--- config.mk ---
export PLATFORM = sky130hd
export DESIGN_NAME = tx_fifo_write_arbiter
export DESIGN_NICKNAME = d
export VERILOG_FILES = /design/src/rtl/tx_fifo_write_arbiter_pkg.sv /design/src/rtl/tx_fifo_write_arbiter_rr_grant_sel.sv /design/src/rtl/tx_fifo_write_arbiter.sv
export SDC_FILE = /design/constraint.sdc
export NUM_CORES = 1
export LEC_CHECK = 0
export BUFFER_PORTS_ARGS = -buffer_cell sky130_fd_sc_hd__buf_2
export CELL_PAD_IN_SITES_DETAIL_PLACEMENT = 2
export CELL_PAD_IN_SITES_GLOBAL_PLACEMENT = 2
export CORE_MARGIN = 1
export CORE_UTILIZATION = 29
export CTS_CLUSTER_DIAMETER = 100
export CTS_CLUSTER_SIZE = 12
export DETAILED_ROUTE_END_ITERATION = 8
export GPL_TIMING_DRIVEN = 0
export MAX_ROUTING_LAYER = met4
export PLACE_DENSITY_LB_ADDON = 0.1
export SYNTH_ARGS = -nofsm -noshare
export SYNTH_HDL_FRONTEND = slang
export SYNTH_SLANG_ARGS = --single-unit
--- constraint.sdc ---
create_clock -name CLK -period 3.2 [get_ports CLK]
set_input_delay 0.48 -clock CLK [delete_from_list [all_inputs] [get_ports CLK]]
set_output_delay 0.48 -clock CLK [all_outputs]
set_load 0.03 [all_outputs]
--- src/rtl/tx_fifo_write_arbiter_pkg.sv ---
// Shared definitions for the TX FIFO write arbiter: state encoding, burst length codes, default byte width.
package tx_fifo_write_arbiter_pkg;

   localparam int DEFAULT_DATA_WIDTH = 8;

   // REQ_LEN encoding
   localparam logic LEN_1B = 1'b0;
   localparam logic LEN_2B = 1'b1;

   localparam logic [1:0] ST_IDLE    = 2'd0;
   localparam logic [1:0] ST_SEND_LO = 2'd1;
   localparam logic [1:0] ST_SEND_HI = 2'd2;
   localparam logic [1:0] ST_DONE    = 2'd3;

   typedef enum logic [1:0] {
      IDLE    = ST_IDLE,
      SEND_LO = ST_SEND_LO,
      SEND_HI = ST_SEND_HI,
      DONE    = ST_DONE
   } arb_state_e;

endpackage

--- src/rtl/tx_fifo_write_arbiter_rr_grant_sel.sv ---
// rr_grant_sel: combinational round-robin pick of the first set request above last_grant, wrapping.
// Stateless so any arbiter can reuse it with its own last_grant register.
module rr_grant_sel #(
   parameter int NUM_REQ = 3,
   parameter int IDX_W   = $clog2(NUM_REQ)
) (
   input  logic [NUM_REQ-1:0] req,
   input  logic [IDX_W-1:0]   last_grant,
   output logic [IDX_W-1:0]   grant,
   output logic               any_req
);

   logic [IDX_W-1:0] idx;

   always_comb begin
      // NOTE: every always_comb output gets a default first, otherwise a missed path infers a latch.
      grant   = '0;
      any_req = 1'b0;
      idx     = '0;
      // Scan from the farthest candidate down so the nearest one above last_grant wins.
      for (int k = NUM_REQ; k >= 1; k--) begin
         idx = IDX_W'((int'(last_grant) + k) % NUM_REQ);
         if (req[idx]) begin
            grant   = idx;
            any_req = 1'b1;
         end
      end
   end

endmodule

--- src/rtl/tx_fifo_write_arbiter.sv ---
// Round-robin arbiter sharing the TX async FIFO write port; each grant writes 1 or 2 bytes atomically, LSB first.
// Build macro TX_ARB_TIMEOUT_EN: abort a burst with DROP after TIMEOUT_CYCLES consecutive FIFO_full cycles.
module tx_fifo_write_arbiter
   import tx_fifo_write_arbiter_pkg::*;
#(
   parameter int Data_width     = DEFAULT_DATA_WIDTH,
   parameter int NUM_REQ        = 3,
   parameter int TIMEOUT_CYCLES = 255
) (
   input  logic                            CLK,
   input  logic                            RST,
   input  logic [NUM_REQ-1:0]              REQ,
   input  logic [NUM_REQ*2*Data_width-1:0] REQ_DATA,
   input  logic [NUM_REQ-1:0]              REQ_LEN,
   output logic [NUM_REQ-1:0]              ACK,
   output logic [NUM_REQ-1:0]              DROP,
   input  logic                            FIFO_full,
   output logic [Data_width-1:0]           TX_p_data,
   output logic                            TX_d_valid,
   output logic                            busy
);

   localparam int IDX_W = $clog2(NUM_REQ);

   if (NUM_REQ < 2 || NUM_REQ > 8 || TIMEOUT_CYCLES < 1) begin : g_bad_params
      $error("tx_fifo_write_arbiter: NUM_REQ must be 2..8 and TIMEOUT_CYCLES at least 1");
   end

   arb_state_e            state;
   logic [IDX_W-1:0]      last_grant;
   logic [IDX_W-1:0]      grant;
   logic [IDX_W-1:0]      next_grant;
   logic                  any_req;
   logic [Data_width-1:0] hold_lo;
   logic [Data_width-1:0] hold_hi;
   logic                  hold_len;
   logic                  in_send;
   logic                  timeout_hit;

   rr_grant_sel #(
      .NUM_REQ (NUM_REQ),
      .IDX_W   (IDX_W)
   ) u_rr_grant_sel (
      .req        (REQ),
      .last_grant (last_grant),
      .grant      (next_grant),
      .any_req    (any_req)
   );

   assign in_send = (state == SEND_LO) || (state == SEND_HI);

   // FIFO_full reaches Winc combinationally so no write is ever issued into a full FIFO.
   assign TX_d_valid = in_send && !FIFO_full;
   assign TX_p_data  = (state == SEND_LO) ? hold_lo :
                       (state == SEND_HI) ? hold_hi : '0;

`ifdef TX_ARB_TIMEOUT_EN
   localparam int CNT_W = $clog2(TIMEOUT_CYCLES + 1);

   logic [CNT_W-1:0] full_cnt;

   // Fires on the TIMEOUT_CYCLES-th consecutive full cycle of a burst.
   assign timeout_hit = in_send && FIFO_full && (full_cnt == CNT_W'(TIMEOUT_CYCLES - 1));

   always_ff @(posedge CLK or posedge RST) begin
      if (RST) begin
         full_cnt <= '0;
      end else if (!in_send || !FIFO_full || timeout_hit) begin
         full_cnt <= '0;
      end else begin
         full_cnt <= full_cnt + CNT_W'(1);
      end
   end
`else
   assign timeout_hit = 1'b0;
`endif

   always_ff @(posedge CLK or posedge RST) begin
      // NOTE: sequential state uses non-blocking assignments only, so every flop samples pre-edge values.
      if (RST) begin
         state      <= IDLE;
         last_grant <= IDX_W'(NUM_REQ - 1);
         grant      <= '0;
         // NOTE: the holding registers are plain flops, reset so TX_p_data is defined out of reset.
         hold_lo    <= '0;
         hold_hi    <= '0;
         hold_len   <= LEN_1B;
         ACK        <= '0;
         DROP       <= '0;
         busy       <= 1'b0;
      end else begin
         ACK  <= '0;
         DROP <= '0;
         case (state)
            IDLE: begin
               if (any_req) begin
                  grant                <= next_grant;
                  {hold_hi, hold_lo}   <= REQ_DATA[int'(next_grant)*2*Data_width +: 2*Data_width];
                  hold_len             <= REQ_LEN[next_grant];
                  state                <= SEND_LO;
                  busy                 <= 1'b1;
               end
            end
            SEND_LO: begin
               if (!FIFO_full) begin
                  if (hold_len == LEN_2B) begin
                     state <= SEND_HI;
                  end else begin
                     state <= DONE;
                     ACK   <= NUM_REQ'(1) << grant;
                  end
               end else if (timeout_hit) begin
                  state <= DONE;
                  DROP  <= NUM_REQ'(1) << grant;
               end
            end
            SEND_HI: begin
               if (!FIFO_full) begin
                  state <= DONE;
                  ACK   <= NUM_REQ'(1) << grant;
               end else if (timeout_hit) begin
                  state <= DONE;
                  DROP  <= NUM_REQ'(1) << grant;
               end
            end
            DONE: begin
               last_grant <= grant;
               state      <= IDLE;
               busy       <= 1'b0;
            end
            default: begin
               state <= IDLE;
               busy  <= 1'b0;
            end
         endcase
      end
   end

endmodule

---- Word level (Yosys, flattened, before mapping) ----
Cells that the tools add are included.
word-level totals
  register bits after elaboration ......... 27
  output and inout bits ................... 16
  bits of input ports ..................... 57
  word-level logic and storage cells ...... 61
cells by class
  equal/unequal tests ..................... 6
  reductions and logical operators ........ 8
  mux-type cells .......................... 27
  shift-type cells ........................ 2
  magnitude comparators ................... 4
  add/sub/neg operators ................... 3
  divide/modulo/power cells ............... 3
operators with widths
  cell                     number
  $mod A32 B3 Y32 const B  3
  $shiftx A48 B7 Y16       1
  $mux W8                  2
  $lt A2 B3 Y1 const B     4
  $mux W2                  6
  $mux W1                  9
  $mux W3                  3
  $bmux W1 S2              4
  $pmux W2 S4              1
  $add A2 B2 Y3 const B    2
  $ne A2 B2 Y1 const B     3
  $pmux W3 S2              1
  $eq A2 B2 Y1 const B     2
  $reduce_and A2 Y1        2
  $add A2 B1 Y3 const B    1
  $reduce_and A3 Y1        1
  $shl A1 B2 Y3 const A    1
  $eq A2 B1 Y1 const B     1
  $logic_not A2 Y1         1
  $pmux W1 S2              1
  $reduce_bool A2 Y1       1
  $logic_and A1 B1 Y1      1
  $logic_not A1 Y1         1
  $logic_or A1 B1 Y1       1

---- Depth between registers and ports, before layout ----
  depth after elaboration ................. 9
  mapped depth ............................ 10
  depth with buffers taken out ............ 7

---- Hierarchy ----
Synthesis repeated with hierarchy kept, for this count alone.
unflattened totals
  cell total of the unflattened synthesis .. 194
  area total of the unflattened synthesis .. 1791.7 sq um
by module, submodules not included
  module                 instances  seq. area each (sq um)  area an instance (sq um)  cells an instance
  tx_fifo_write_arbiter  1          676.9                   1600.3                    167
  rr_grant_sel           1          0.0                     191.4                     27

---- Least setup slack after synthesis ----
OpenSTA, ideal clock, no wires.
  path kind ............................... flip-flop to flip-flop
  start ................................... reg last_grant[1]
  end ..................................... reg state[1]
  path buffers ............................ 1
  library setup time ...................... 0.125 ns
  arrival time ............................ 2.145 ns
  data required time ...................... 3.075 ns
  setup slack ............................. 0.930 ns
  period minus slack after synthesis ...... 2.270 ns
  stages on the path, launching flop included .. 7
  path through ............................ dfstp_2 > ha_1 > buf_6 > mux2_4 > mux2_2 > o41ai_2 > mux2_2
on the way
  longest elaborated chain between the ends .. 9
  elaborated cells on any way between the ends .. 17
  those cells by class .................... add/sub (3); div (3); eq/ne (1); mux (9); reduce/logical (1)
RTL lines
  element                               line                                      text
  start, declared                       tx_fifo_write_arbiter.sv:30               logic [IDX_W-1:0] last_grant;
  start signal, assigned                tx_fifo_write_arbiter.sv:82               last_grant <= IDX_W'(NUM_REQ - 1);
  start signal, assigned                tx_fifo_write_arbiter.sv:127              last_grant <= grant;
  $add A2 B2 Y3                         tx_fifo_write_arbiter_rr_grant_sel.sv:22  idx = IDX_W'((int'(last_grant) + k) % NUM_REQ);
  $mod A32 B3 Y32                       tx_fifo_write_arbiter_rr_grant_sel.sv:22
  $bmux W1 S2                           tx_fifo_write_arbiter_rr_grant_sel.sv:23  if (req[idx]) begin
  $mux W1 (not written as such)         tx_fifo_write_arbiter_rr_grant_sel.sv:23
  $mux W1 (2 in series)                 tx_fifo_write_arbiter_rr_grant_sel.sv:23
  $mux W1 *                             tx_fifo_write_arbiter_rr_grant_sel.sv:23
  $ne A2 B2 Y1 (no source line) *       n/a
  $reduce_and A3 Y1 (no source line) *  n/a
  end signal, assigned                  tx_fifo_write_arbiter.sv:81               state <= IDLE;
  end signal, assigned                  tx_fifo_write_arbiter.sv:100              state <= SEND_LO;
  end signal, assigned                  tx_fifo_write_arbiter.sv:107              state <= SEND_HI;
  end, declared                         tx_fifo_write_arbiter.sv:29               arb_state_e state;
Every way passes the cells marked *; elsewhere a longest branch is shown, timed or not. The select of a mux whose other input is x is not followed.
A chain may end at the register's enable or synchronous reset.

---- Worst setup path after layout ----
  start ................................... reg last_grant[1]
  end ..................................... reg hold_lo[0]
on the way
  longest elaborated chain between the ends .. 8
  elaborated cells on any way between the ends .. 20
  those cells by class .................... add/sub (3); div (3); shift (1); mux (12); reduce/logical (1)
RTL lines
  element                                                  line                                      text
  $add A2 B2 Y3                                            tx_fifo_write_arbiter_rr_grant_sel.sv:22
  $mod A32 B3 Y32                                          tx_fifo_write_arbiter_rr_grant_sel.sv:22
  $bmux W1 S2                                              tx_fifo_write_arbiter_rr_grant_sel.sv:23
  $mux W1 (not written as such)                            tx_fifo_write_arbiter_rr_grant_sel.sv:23
  $mux W2 or $mux W1 (tied branches) (3 in series)         tx_fifo_write_arbiter_rr_grant_sel.sv:23
  $shiftx A48 B7 Y16 or $reduce_and A2 Y1 (tied branches)  n/a
  end signal, assigned                                     tx_fifo_write_arbiter.sv:98               {hold_hi, hold_lo} <= REQ_DATA[int'(next_grant)*2*Data_width +: 2*Data_width];
  end, declared                                            tx_fifo_write_arbiter.sv:34               logic [Data_width-1:0] hold_lo;
Parallel ways exist; a longest one is shown, timed or not. The select of a mux whose other input is x is not followed.

==> impl_metrics.yaml <==
global_routing:
  grt_pass1_wl_um: 13000
  grt.total_usage: 0.204
  grt.overflow.total: 0
  antenna_found_initial: 0
  grt_max_degree: 28
  first_global_vias: 2525
drt:
  ant_nets: 0
  drc_errors: 0
  first_pass_iters: 4
  vias_per_cell: 5.26
  avgRoutedWirePerCell_um: 17.3
  drt_iter0_markers: 60
  postRouteWirelength_um: 7940
  dr_total_vias: 2410
critical_path:
  cp_top_family: "buffers and inverters"
  crit_path_max_incr_delay_ps: 580
  cp.buffers_inverters: 3
  critPathLaunchType: "flip-flop"
  path_cells: "inv_1 > ha_1 > nand2b_1 > mux2i_1 > clkbuf_1 > buf_2 > a311oi_1 > a211oi_1 > o211ai_1"
  arrival_ps: 3120
  crit_path_max_fanout: 10
  critPathKind: "reg2reg"
  cp-end-kind: "flip-flop"
  required_ps: 3350
  cpMaxStageDelayCell: "dfstp_2"
sta:
  fin_skew_ps: 12.4
  fmax_mhz: 337
  setup_viol: 0
  rsz0062_at_grt: "false"
  hold_viol: 0
  slew_headroom: 0.309
  final.setup.tns_ps: 0
  fin_crit_sh: 0.927
  drv_slew: 0
  layout_setup_ws_ps: 232
  min_period_ps: 2970
  tightest_slew_ps: 1040
hold_path:
  hold_path_class: "in2async"
cts:
  tritoncts: "built"
  h-tree-depth: 1
  cts_buffers: 3
  postCtsResizedCells: 0
  cts_buffer_depth: 2
  post-cts-setup-buffer-count: 0
  numClockSinks: 27
  holdBufCountCts: 0
  cts_root_buffer: "clkbuf_8"
  insertion_delay_ps: 280
  clk_pin_slew_ps: 100
placed_design:
  pre_cts_ws_ps: 278
  gp_congestion: 0.768
  dp_hpwl_um: 6170
  port_buffers: 69
run_status:
  status: "completed"
yosys:
  synthSimpleGateAreaFrac: 0.251
  synth_compound_gate_area_share: 0.275
  ys_seq_area_frac: 0.292
  synthCells: 281
  yosysUniqueCellTypes: 37
  syn_area_um2: 2310
  ys_ff_latch: 27
  synth_fa_ha_area_frac: 0.0486
  syn_area_per_cell_um2: 8.24
  synthXorXnorAreaFrac: 0
  synthMuxAreaShare: 0.0519
  ys.warnings.count: 0
  synth_top_family_by_area: "compound AO/OA/AOI/OAI gates"
final_layout:
  nNetsFinal: 423
  layout-drive-gt1-share: 0.267
  area_delta_synth_final_pct: 22.8
  fillers: 924
  antenna_cells: 0
flow_run:
  cap_violations: 0
pwr:
  ir_drop_v: 0.000247
  power_density_nw_per_um2: 963
  p_leak_nw: 1.24
floorplan:
  initial_utilization: 0.300
  rows: 32
  coreArea_um2: 7730
  dieHeight_um: 91.3
  pin_count: 73
  dieArea_um2: 8340
  die_width_um: 91.3
## Yosys cell counts (all sizes together)
cell,n,share of area
conb,1,0.0016
inv,7,0.011
nand2,21,0.034
o41ai,1,0.0070
dfrtp,26,0.28
mux2i,4,0.023
nor2,4,0.0065
o22ai,1,0.0027
o31ai,2,0.0065
and2,17,0.046
dfstp,1,0.011
nand3,35,0.076
o31a,1,0.0038
and3b,1,0.0038
a311oi,18,0.068
o21bai,1,0.0032
o211ai,17,0.055
a211oi,17,0.055
nor2b,21,0.057
a311o,1,0.0043
nor3b,3,0.0097
nand4b,1,0.0038
nand2b,2,0.0054
mux2,5,0.029
nor3,2,0.0065
clkbuf,17,0.028
ha,9,0.049
o21ai,31,0.067
a21oi,1,0.0022
buf,12,0.039
nand3b,1,0.0032
## cell usage in the layout, fill, tap and decap left out, types with 5 or more instances in the layout
cell type | Yosys | layout
nand3_1 | 35 | 35
inv_1 | 7 | 7
dfrtp_1 | 26 | 26
o21ai_0 | 31 | 31
a311oi_1 | 18 | 18
nor2b_1 | 21 | 21
o211ai_1 | 17 | 17
and2_1 | 17 | 17
clkbuf_1 | 16 | 16
buf_4 | 5 | 5
buf_2 | 4 | 73
ha_1 | 9 | 9
a211oi_1 | 17 | 17
nand2_1 | 21 | 21
## routing by layer
layer | GRT usage | up-vias | wire length, um
met5 | - | - | 0
met2 | 0.323 | 48 | 3580
li1 | - | 1184 | -
met4 | 0.0397 | 0 | 60
met3 | 0.0117 | 5 | 194
met1 | 0.288 | 1173 | 4110
## per-stage QoR
| stage | power, mW | instances | util | cell area [um^2] | hold slack [ps] |
|---|---|---|---|---|---|
| detailed placement | 2.56 | 454 | 0.362 | 2800 | 503 |
| CTS | 2.77 | 458 | 0.368 | 2840 | 446 |
| floorplan | 1.97 | 283 | - | 2320 | 465 |
| global route | 3.00 | 458 | 0.368 | 2840 | 456 |
| global placement | 2.52 | 454 | 0.362 | 2800 | 497 |
| finish | 2.74 | 458 | 0.368 | 2840 | 436 |
## kinds of logic after synthesis
kind of cell	Yosys count
other	1
AND/OR/NAND/NOR	108
buffers and inverters	36
AO/OA/AOI/OAI	91
adder cells (fa/ha/maj)	9
multiplexers	9
flip-flops	27
## where the power goes
group | switching [mW] | internal, mW
Combinational | 1.25 | 0.689
Sequential | 0.103 | 0.500
Clock | 0.109 | 0.0874
## worst reg2reg max path, cell delays in order, from the launching register on
cell	delay, ps
dfstp_2	580
inv_1	80
ha_1	250
nand2b_1	160
mux2i_1	360
clkbuf_1	440
buf_2	310
a311oi_1	120
a211oi_1	420
o211ai_1	130
## state kept, by name (all words and copies together), names as in the netlist
signal / count
hold_lo: 8
ACK: 3
last_grant: 2
grant: 2
hold_hi: 8
busy: 1
hold_len: 1
state: 2
## final timing paths
path | start | end | slack [ps] | cells after the start
setup / recovery | last_grant[1]$_DFFE_PP1P_ | hold_lo[0]$_DFFE_PP0P_ | 230 | 9
min in group CLK | REQ_DATA[46] | hold_hi[6]$_DFFE_PP0P_ | 450 | 3
hold / removal | RST | hold_lo[6]$_DFFE_PP0P_ | 440 | 2
setup reg to reg | last_grant[1]$_DFFE_PP1P_ | hold_lo[0]$_DFFE_PP0P_ | 230 | 9
hold reg to reg | grant[1]$_DFFE_PP0P_ | ACK[1]$_DFF_PP0_ | 510 | 1
max in group asynchronous | RST | state[0]$_DFFE_PP0P_ | 2130 | 2
## layout make-up
type,instances,area (um^2),share of cell area
timing repair buffer,69,345,0.122
multi-input combinational,220,1460,0.515
inverter,7,26.3,0.00925
sequential,27,677,0.238
clock inverter,1,5.00,0.00176
buffer,29,156,0.0550
tap,102,128,0.0449
clock buffer,3,41.3,0.0145
No activity file was read; power rests on OpenSTA's default activity.
